[src/rtl/ghost_mover.sv]
// Ghost sprite mover: steps a sprite centre one STEP per frame inside a rectangular maze band,
// with a queued direction request, optional random turning at walls and a half-speed
// frightened mode that reverses the ghost on entry.
//
// Ports:
//   frame_clk         sole clock, state advances on its rising edge
//   Reset             asynchronous active-high reset
//   keycode[7:0]      direction request (04 left, 07 right, 16 down, 1A up; others ignored)
//   ai_en             pick a random legal direction when the current one is blocked
//   frighten          one-frame pulse entering/extending frightened mode
//   ghostX/ghostY     sprite centre position
//   ghostS            sprite half-size (constant)
//   dir[1:0]          current direction (0 left, 1 right, 2 down, 3 up)
//   moving            position changed on the last edge
//   mode[1:0]         0 idle, 1 move, 2 frightened
//   last_dirX/Y       last horizontal move was right / last vertical move was down
module ghost_mover #(
  parameter int unsigned X_START       = 50,
  parameter int unsigned Y_START       = 50,
  parameter int unsigned X_MIN         = 7,
  parameter int unsigned X_MAX         = 396,
  parameter int unsigned Y_MIN         = 7,
  parameter int unsigned Y_MAX         = 440,
  parameter int unsigned SIZE          = 10,
  parameter int unsigned STEP          = 1,
  parameter int unsigned FRIGHT_FRAMES = 64,
  parameter logic [15:0] LFSR_SEED     = 16'hACE1
) (
  input  logic       frame_clk,
  input  logic       Reset,
  input  logic [7:0] keycode,
  input  logic       ai_en,
  input  logic       frighten,
  output logic [9:0] ghostX,
  output logic [9:0] ghostY,
  output logic [9:0] ghostS,
  output logic [1:0] dir,
  output logic       moving,
  output logic [1:0] mode,
  output logic       last_dirX,
  output logic       last_dirY
);

  typedef enum logic [1:0] {StIdle = 2'd0, StMove = 2'd1, StFright = 2'd2} mode_e;

  // 11-bit bounds so the comparisons can never wrap.
  localparam logic [10:0] LeftMin    = 11'(X_MIN + SIZE + STEP);
  localparam logic [10:0] UpMin      = 11'(Y_MIN + SIZE + STEP);
  localparam logic [10:0] Reach      = 11'(SIZE + STEP);
  localparam logic [10:0] XLimit     = 11'(X_MAX);
  localparam logic [10:0] YLimit     = 11'(Y_MAX);
  localparam logic [15:0] FrightLoad = 16'(FRIGHT_FRAMES - 1);

  logic [9:0]  x_q, x_d, y_q, y_d;
  logic [1:0]  dir_q, dir_d, pend_q, pend_d;
  logic        pend_valid_q, pend_valid_d;
  logic        moving_q, moving_d;
  mode_e       mode_q, mode_d;
  logic [15:0] cnt_q, cnt_d;
  logic [15:0] lfsr_q, lfsr_d;
  logic        last_x_q, last_x_d, last_y_q, last_y_d;

  logic        key_valid;
  logic [1:0]  key_dir;
  logic [3:0]  legal;
  logic [1:0]  eff_pend, rev_dir, mv_dir, cand;
  logic        eff_valid, step_en, mv_en;

  always_comb begin
    key_valid = 1'b1;
    key_dir   = 2'd0;
    case (keycode)
      8'h04:   key_dir = 2'd0;
      8'h07:   key_dir = 2'd1;
      8'h16:   key_dir = 2'd2;
      8'h1A:   key_dir = 2'd3;
      default: key_valid = 1'b0;
    endcase
  end

  assign legal[0] = {1'b0, x_q} >= LeftMin;
  assign legal[1] = ({1'b0, x_q} + Reach) <= XLimit;
  assign legal[2] = ({1'b0, y_q} + Reach) <= YLimit;
  assign legal[3] = {1'b0, y_q} >= UpMin;

  // A request arriving this edge is usable immediately, as if already queued.
  assign eff_pend  = key_valid ? key_dir : pend_q;
  assign eff_valid = key_valid | pend_valid_q;
  // Encoding pairs opposites as {0,1} and {2,3}, so flipping bit 0 reverses.
  assign rev_dir   = dir_q ^ 2'b01;

  always_comb begin
    x_d          = x_q;
    y_d          = y_q;
    dir_d        = dir_q;
    pend_d       = pend_q;
    pend_valid_d = pend_valid_q;
    moving_d     = 1'b0;
    mode_d       = mode_q;
    cnt_d        = cnt_q;
    last_x_d     = last_x_q;
    last_y_d     = last_y_q;
    lfsr_d       = {lfsr_q[14:0], lfsr_q[15] ^ lfsr_q[13] ^ lfsr_q[12] ^ lfsr_q[10]};
    step_en      = 1'b0;
    mv_en        = 1'b0;
    mv_dir       = dir_q;
    cand         = 2'd0;

    if (key_valid) begin
      pend_d       = key_dir;
      pend_valid_d = 1'b1;
    end

    unique case (mode_q)
      StIdle: begin
        if (key_valid || ai_en) begin
          mode_d  = StMove;
          step_en = 1'b1;
        end
      end
      StMove: begin
        if (frighten) begin
          mode_d = StFright;
          cnt_d  = FrightLoad;
          if (legal[rev_dir]) dir_d = rev_dir;
        end else begin
          step_en = 1'b1;
        end
      end
      StFright: begin
        step_en = ~cnt_q[0];
        if (frighten)          cnt_d  = FrightLoad;
        else if (cnt_q == '0)  mode_d = StMove;
        else                   cnt_d  = cnt_q - 16'd1;
      end
      default: mode_d = StIdle;
    endcase

    if (step_en) begin
      if (eff_valid && legal[eff_pend]) begin
        mv_en        = 1'b1;
        mv_dir       = eff_pend;
        pend_valid_d = 1'b0;
      end else if (legal[dir_q]) begin
        mv_en = 1'b1;
      end else if (ai_en) begin
        for (int i = 0; i < 4; i++) begin
          cand = lfsr_q[1:0] + 2'(i);
          if (!mv_en && cand != dir_q && legal[cand]) begin
            mv_en  = 1'b1;
            mv_dir = cand;
          end
        end
      end
    end

    if (mv_en) begin
      dir_d    = mv_dir;
      moving_d = 1'b1;
      case (mv_dir)
        2'd0: begin x_d = x_q - 10'(STEP); last_x_d = 1'b0; end
        2'd1: begin x_d = x_q + 10'(STEP); last_x_d = 1'b1; end
        2'd2: begin y_d = y_q + 10'(STEP); last_y_d = 1'b1; end
        2'd3: begin y_d = y_q - 10'(STEP); last_y_d = 1'b0; end
      endcase
    end
  end

  always_ff @(posedge frame_clk or posedge Reset) begin
    if (Reset) begin
      x_q          <= 10'(X_START);
      y_q          <= 10'(Y_START);
      dir_q        <= 2'd0;
      pend_q       <= 2'd0;
      pend_valid_q <= 1'b0;
      moving_q     <= 1'b0;
      mode_q       <= StIdle;
      cnt_q        <= '0;
      lfsr_q       <= LFSR_SEED;
      last_x_q     <= 1'b0;
      last_y_q     <= 1'b0;
    end else begin
      x_q          <= x_d;
      y_q          <= y_d;
      dir_q        <= dir_d;
      pend_q       <= pend_d;
      pend_valid_q <= pend_valid_d;
      moving_q     <= moving_d;
      mode_q       <= mode_d;
      cnt_q        <= cnt_d;
      lfsr_q       <= lfsr_d;
      last_x_q     <= last_x_d;
      last_y_q     <= last_y_d;
    end
  end

  assign ghostX    = x_q;
  assign ghostY    = y_q;
  assign ghostS    = 10'(SIZE);
  assign dir       = dir_q;
  assign moving    = moving_q;
  assign mode      = mode_q;
  assign last_dirX = last_x_q;
  assign last_dirY = last_y_q;

endmodule
[config.mk]
export PLATFORM = sky130hd
export DESIGN_NAME = ghost_mover
export DESIGN_NICKNAME = d
export VERILOG_FILES = /design/src/rtl/ghost_mover.sv
export SDC_FILE = /design/constraint.sdc
export NUM_CORES = 1
export LEC_CHECK = 0
export ABC_AREA = 0
export CORE_ASPECT_RATIO = 1.1
export CORE_MARGIN = 2
export CORE_UTILIZATION = 35
export CTS_CLUSTER_DIAMETER = 30
export CTS_CLUSTER_SIZE = 12
export DETAILED_ROUTE_END_ITERATION = 10
export MAX_ROUTING_LAYER = met4
export PLACE_DENSITY = 0.59
export SLEW_MARGIN = 40
export SYNTH_ARGS = -nofsm -noshare
export SYNTH_HDL_FRONTEND = slang
export SYNTH_SLANG_ARGS = --single-unit
[constraint.sdc]
create_clock -name frame_clk -period 13.8 [get_ports frame_clk]
set_input_delay 2.76 -clock frame_clk [delete_from_list [all_inputs] [get_ports frame_clk]]
set_output_delay 2.76 -clock frame_clk [all_outputs]
set_load 0.02 [all_outputs]
==> run summary, run 1 <==
=========================================================================================
Wire length of the first global-routing pass ...............................      14.4 mm
Deepest clock path buffer count ............................................            2
Post-CTS setup-driven buffer insertion count ...............................            0
Highest clock frequency the design can meet ................................      136 MHz
Clock network fraction of total power ......................................        22.2%
Share of synthesized area occupied by flip-flops and latches ...............        39.9%
Internal power contribution ................................................   0.000657 W
Die Ht .....................................................................       115 um
Register bit count reported by yosys .......................................           62
Floorplan die area .........................................................    12100 um2
Mean Syn Cell Area .........................................................     9.31 um2
Switch share ...............................................................        41.4%
Total overflow reported by the global router ...............................            0
Number of hold violations in the final report ..............................            0
CTS root buffer ............................................................ sky130_fd_sc_hd__clkbuf_16
Starting density of the core ...............................................        36.0%
Clock insertion delay at the later pin of the skew report ..................      0.33 ns
Area of the core ...........................................................    10900 um2
Layout area overhead .......................................................        20.1%
Final std cell area, no fill ...............................................     4720 um2
Most area-consuming cells after synthesis .................................. sky130_fd_sc_hd__dfrtp_1, sky130_fd_sc_hd__dfstp_2, sky130_fd_sc_hd__xnor2_1, sky130_fd_sc_hd__o21ai_0, sky130_fd_sc_hd__nand2_1
DRC Markers ................................................................            0
Antenna viol nets, final ...................................................            0
Clock Skews ................................................................   0.00821 ns
Min Clock Period, post-route ...............................................      7.34 ns
List of most frequent post-synthesis cells ................................. sky130_fd_sc_hd__dfrtp_1, sky130_fd_sc_hd__nand2_1, sky130_fd_sc_hd__o21ai_0
Worst slew margin relative to its limit ....................................        49.8%
GRT Overall Usage ..........................................................        15.2%
Post-synth EDFFs ...........................................................            0
TritonCTS clock tree .......................................................          yes
Global placer's final weighted congestion ..................................        0.812
Largest area contributor in the synthesized netlist ........................ sky130_fd_sc_hd__dfrtp_1
Average wire per cell in the routed design .................................      14.5 um
Post-DP HPWL ...............................................................      6.19 mm
Switching power ............................................................   0.000464 W
Critical Path Start Type ...................................................   input port
Antenna diodes .............................................................            0
Synthesis warning total ....................................................            0
Max-cap violations .........................................................            0
Area of the mapped netlist .................................................     3930 um2
Maximum number of pins on one net before global-route repair ...............           63
Most instantiated flip-flop cell in the synthesis netlist .................. sky130_fd_sc_hd__dfrtp_1
Share of power burned in combinational logic ...............................        51.8%
Maximum fanout count along the critical path ...............................            8
Element type at the critical path end ......................................     register
Width of the die ...........................................................       105 um
Cells after synthesis ......................................................          422
Fraction of layout cells with a size suffix above 1 ........................        10.9%
Via density per instance ...................................................         5.29
Share of Yosys cell area claimed by the top area cell type .................        30.6%
Largest vdd supply drop ....................................................  0.0000867 V
Vias in the first global route .............................................         2972
Number of library cell types mapped by synthesis ...........................           67
Clock sink count ...........................................................           62
Fraction of power consumed by sequential logic .............................        26.0%
Slew Viols, Final ..........................................................            0
Type of the tightest min-delay check ....................................... register to register
Proportion of register bits with asynchronous set or reset after synthesis .         100%
Number of iterations in the first detailed-routing pass ....................            4
Final count of negative-setup-slack endpoints ..............................            0
Period utilisation layout ..................................................        53.2%
Arrival time of data at the critical path endpoint .........................      7.59 ns
Setup Crit Path Kind ....................................................... input port to register
Total wire length ..........................................................      8.82 mm
Buffers added on ports .....................................................           38
Post_cts resized ...........................................................            0
Area post-placement ........................................................     4380 um2
Setup repair after global routing missed its margin ........................           no
Total Nets Final ...........................................................          478
Pwr dens ...................................................................   238 nW/um2
Final total negative setup slack ...........................................         0 ns
CTS Hold Buffers Added .....................................................            0
I/O pin total ..............................................................           49
First-iteration detailed-routing DRC count .................................          166
TritonCTS buffer count .....................................................            9
Slew @ Worst Pin ...........................................................     0.753 ns
Antenna violations before repair ...........................................            0
Total number of H-tree levels ..............................................            3
Run status ................................................................. finished, final reports clean
Vias .......................................................................         3214
Number of cell rows ........................................................           40
Most common cell in the synthesized netlist ................................ sky130_fd_sc_hd__dfrtp_1
Clock transition at the registers of the reported paths ....................      0.06 ns
Leakage power total ........................................................      1.95 nW
Data required time at the worst endpoint ...................................     14.05 ns
=========================================================================================
kinds of logic after synthesis:
logic type	synth area share, %
simple gates	19.0
compound gates	20.4
buf+inv	5.83
mux	5.99
xor+xnor	4.90
fa+ha+maj	3.69
other cells	0.191
flops	39.9
metrics by stage:
step	instances	setup WS [ns]	total power (W)	util (%)	hold WS (ns)
2_1_floorplan	430	7.11	0.000721	-	0.331
3_3_place_gp	591	6.30	0.000864	40.2	0.336
3_5_place_dp	591	6.12	0.000873	40.2	0.340
4_1_cts	607	6.46	0.00113	43.2	0.345
5_1_grt	607	6.11	0.00121	43.2	0.350
6_report	607	6.46	0.00112	43.2	0.346
worst max-delay path, cell delays in order:
cell                              delay, ns
sky130_fd_sc_hd__clkdlybuf4s50_1       0.48
sky130_fd_sc_hd__nand2b_1              0.21
sky130_fd_sc_hd__o211a_1               0.26
sky130_fd_sc_hd__nor3_1                0.35
sky130_fd_sc_hd__nor2_1                0.13
sky130_fd_sc_hd__a2111o_1              0.44
sky130_fd_sc_hd__a31o_1                0.24
sky130_fd_sc_hd__a21oi_2               0.27
sky130_fd_sc_hd__and3b_1               0.26
sky130_fd_sc_hd__inv_1                 0.23
sky130_fd_sc_hd__ha_1                  0.28
sky130_fd_sc_hd__a21o_1                0.17
sky130_fd_sc_hd__a21oi_1               0.23
sky130_fd_sc_hd__o21bai_1              0.10
sky130_fd_sc_hd__a21oi_1               0.26
sky130_fd_sc_hd__o21bai_1              0.09
sky130_fd_sc_hd__a21oi_1               0.21
sky130_fd_sc_hd__o21ai_0               0.14
sky130_fd_sc_hd__and3_1                0.19
sky130_fd_sc_hd__o21ai_1               0.14
sky130_fd_sc_hd__xnor2_1               0.13
power by group through the flow:
stage	clock, W	combinational (W)	sequential, W
global route	0.000263	0.000646	0.000299
CTS	0.000256	0.000584	0.000291
finish	0.000248	0.000581	0.000292
floorplan	0	0.000413	0.000308
global placement	0	0.000570	0.000293
detailed placement	0	0.000579	0.000294
registers in the layout, summed over array words and instances (netlist names):
name and flops:
pend_valid_q 1, mode 2, ghostX 10, lfsr_q 16, dir 2, ghostY 10, cnt_q 16, moving 1
last_dirY 1, pend_q 2, last_dirX 1
per-layer routing:
metal	vias to the layer above	wire length [um]	part of all wire (%)	track usage, %
met3	5	265	3.0	3.63
met2	49	4080	46	22.3
met5	-	0	0	-
met1	1578	4410	50	21.1
met4	0	70	0.79	4.36
li1	1582	-	-	-
path summary, 6_finish.rpt:
kind                            start          to  slack (ns)  cells past startpoint
max                        keycode[0]   ghostX[9]        6.46                     21
min                         lfsr_q[9]  lfsr_q[10]        0.35                      0
max reg2reg                 ghostY[6]   ghostX[9]        8.61                     20
min reg2reg                 lfsr_q[9]  lfsr_q[10]        0.35                      0
max in group asynchronous       Reset   ghostY[5]       10.51                      3
min in group asynchronous       Reset   ghostX[0]        2.89                      3
final cells by class:
cell class	count	area [um2]
timing repair buffer	40	399
clock buffer	9	225
tap	147	184
multi-input combinational	323	2160
clock inverter	7	105
fill	1089	6190
sequential	62	1570
inverter	19	71.3
cells in the final DEF (no fill, tap or decap), drive strengths merged, types with 14 or more instances in the layout:
cell           count
inv               22
o21ai             36
dfstp             14
nor3              20
clkdlybuf4s50     38
nand2             41
a21oi             17
nor2              26
xnor2             19
dfrtp             48
Note: power is estimated with default switching activity, not from simulation.
==> inputs of run 2 (changes only) <==
Settings changed: PLACE_DENSITY 0.59 to 0.61.
Clock period 13.8 ns to 6.4 ns, I/O delays scaled along.
==> run 2 against run 1 <==
  * Core utilization rose by 0.18 points
  * Global-route usage increased by 0.62 points
  * Sequential share of layout area down 0.14 points
  * Largest cell class unchanged
  * Highest routed layer unchanged
==> run summary, run 2 (synthesized netlist as in run 1, its figures left out) <==
===========================================================================
Hold path start ..............................................    lfsr_q[4]
Post_cts resized .............................................            0
Post-DP HPWL .................................................      6.15 mm
Slew Viols, Final ............................................            0
Critical Path Start Type .....................................   input port
Number of cell rows ..........................................           40
Run status ................................................... finished, final reports clean
Number of fillers in the final layout ........................         1092
Total number of H-tree levels ................................            3
Antenna viol nets, final .....................................            0
Data required time at the worst endpoint .....................      6.65 ns
Final std cell area, no fill .................................     4740 um2
DRC Markers ..................................................            0
Total Nets Final .............................................          481
TritonCTS clock tree .........................................          yes
CTS Hold Buffers Added .......................................            0
Setup Crit Path Kind ......................................... input port to register
Setup repair after global routing missed its margin ..........           no
Post-CTS setup-driven buffer insertion count .................            0
Buffers added on ports .......................................           38
Period utilisation layout ....................................        92.3%
Highest clock frequency the design can meet ..................      169 MHz
Average wire per cell in the routed design ...................      14.4 um
Maximum fanout count along the critical path .................            8
Fraction of layout cells with a size suffix above 1 ..........        11.2%
Clock insertion delay at the later pin of the skew report ....      0.33 ns
CTS root buffer .............................................. sky130_fd_sc_hd__clkbuf_16
First-iteration detailed-routing DRC count ...................          136
Number of iterations in the first detailed-routing pass ......            4
Slew @ Worst Pin .............................................     0.714 ns
Number of cells after detailed placement .....................          594
Floorplan die area ...........................................    12100 um2
Vias .........................................................         3272
Worst slew margin relative to its limit ......................        52.0%
Non-filler cells, final ......................................          610
Largest vdd supply drop ......................................   0.000197 V
Internal reg-to-reg setup slack ..............................      1.35 ns
Total overflow reported by the global router .................            0
Reg-to-reg endpoint ..........................................    ghostX[9]
Element type at the critical path end ........................     register
Clock sink count .............................................           62
Layout area overhead .........................................        20.6%
Vias in the first global route ...............................         3123
Wire length of the first global-routing pass .................      15.1 mm
Min Clock Period, post-route .................................      5.91 ns
Largest registers ............................................ cnt_q: 16 flops, lfsr_q: 16 flops
Final count of negative-setup-slack endpoints ................            0
Total wire length ............................................      8.78 mm
Antenna violations before repair .............................            0
Number of cells on the worst reg-to-reg path .................           20
GRT Overall Usage ............................................        15.9%
Cell count of the worst hold path ............................            0
Type of the tightest min-delay check ......................... register to register
Start point of the critical path .............................   keycode[2]
Leakage power total ..........................................      1.96 nW
Deepest clock path buffer count ..............................            2
Startpoint of the most critical register-to-register path ....    ghostY[6]
Max-cap violations ...........................................            0
Via density per instance .....................................         5.36
Capture endpoint of the worst hold path ......................    lfsr_q[5]
Most used cells in the layout excluding fill and tap cells ... sky130_fd_sc_hd__dfrtp_1, sky130_fd_sc_hd__nand2_1, sky130_fd_sc_hd__clkdlybuf4s50_1, sky130_fd_sc_hd__o21ai_0, sky130_fd_sc_hd__nor2_1
Maximum number of pins on one net before global-route repair .           63
TritonCTS buffer count .......................................            9
Pwr dens .....................................................   513 nW/um2
Starting density of the core .................................        36.0%
Arrival time of data at the critical path endpoint ...........      6.16 ns
Width of the die .............................................       105 um
Die Ht .......................................................       115 um
Clock Skews ..................................................   0.00773 ns
Clock transition at the registers of the reported paths ......      0.06 ns
Area of the core .............................................    10900 um2
Most common cell after layout, fill and taps aside ........... sky130_fd_sc_hd__dfrtp_1
Area post-placement ..........................................     4400 um2
Number of hold violations in the final report ................            0
Antenna diodes ...............................................            0
I/O pin total ................................................           49
Global placer's final weighted congestion ....................        0.897
Final total negative setup slack .............................         0 ns
===========================================================================
-- run 2: changes by cell type in the layout (fill, tap and decap cells not counted), sizes merged --
cell	delta
clkinv	+1
inv	-1
buf	+3
-- run 2: critical path: stages --
cell                              delay [ns]
sky130_fd_sc_hd__clkdlybuf4s50_1        0.55
sky130_fd_sc_hd__nor3b_1                0.31
sky130_fd_sc_hd__a21oi_1                0.18
sky130_fd_sc_hd__nor3_1                 0.42
sky130_fd_sc_hd__nor2_1                 0.14
sky130_fd_sc_hd__a2111o_1               0.44
sky130_fd_sc_hd__o21ai_0                0.21
sky130_fd_sc_hd__o311ai_1               0.24
sky130_fd_sc_hd__and3b_1                0.26
sky130_fd_sc_hd__inv_1                  0.22
sky130_fd_sc_hd__ha_1                   0.28
sky130_fd_sc_hd__a21o_1                 0.17
sky130_fd_sc_hd__a21oi_1                0.22
sky130_fd_sc_hd__o21bai_1               0.09
sky130_fd_sc_hd__a21oi_1                0.23
sky130_fd_sc_hd__o21bai_1               0.08
sky130_fd_sc_hd__a21oi_1                0.21
sky130_fd_sc_hd__o21ai_0                0.14
sky130_fd_sc_hd__and3_1                 0.19
sky130_fd_sc_hd__o21ai_1                0.14
sky130_fd_sc_hd__xnor2_1                0.13
-- run 2: power breakdown --
group / internal, W / switching (W) / leakage [nW]
Sequential: 0.000493 / 0.000134 / 0.743
Combinational: 0.000590 / 0.000678 / 1.06
Clock: 0.000346 / 0.000192 / 0.158
Total: 0.00143 / 0.00100 / 1.96
-- run 2: worst max path at each step --
| stage | end | depth (start not counted) |
|---|---|---|
| floorplan | ghostX[9] | 20 |
| global placement | ghostX[9] | 21 |
| detailed placement | ghostX[9] | 21 |
| CTS | ghostX[9] | 21 |
| global route | ghostX[9] | 21 |
| finish | ghostX[9] | 21 |
-- run 2: stage by stage --
stage | hold WS [ns] | setup WS (ns) | utilization [%] | total power [W]
2_1_floorplan | 0.331 | 1.19 | - | 0.00155
3_3_place_gp | 0.336 | 0.331 | 40.4 | 0.00188
3_5_place_dp | 0.340 | 0.184 | 40.4 | 0.00190
4_1_cts | 0.350 | 0.514 | 43.4 | 0.00246
5_1_grt | 0.359 | 0.0267 | 43.4 | 0.00263
6_report | 0.349 | 0.495 | 43.4 | 0.00243
-- run 2: layout make-up --
class	count	area [um2]	share of cell area, %
clock inverter	7	105	2.22
sequential	62	1570	33.1
inverter	19	71.3	1.51
multi-input combinational	323	2160	45.6
timing repair buffer	43	422	8.90
tap	147	184	3.88
clock buffer	9	225	4.75
-- run 2: per-layer routing --
metal / routed length [um] / vias up / part of all wire [%] / GRT usage (%)
li1: - / 1599 / - / -
met4: 95 / 0 / 1.1 / 6.22
met2: 4130 / 80 / 47 / 24.2
met3: 390 / 10 / 4.4 / 3.17
met1: 4170 / 1583 / 48 / 20.9
met5: 0 / - / 0 / -
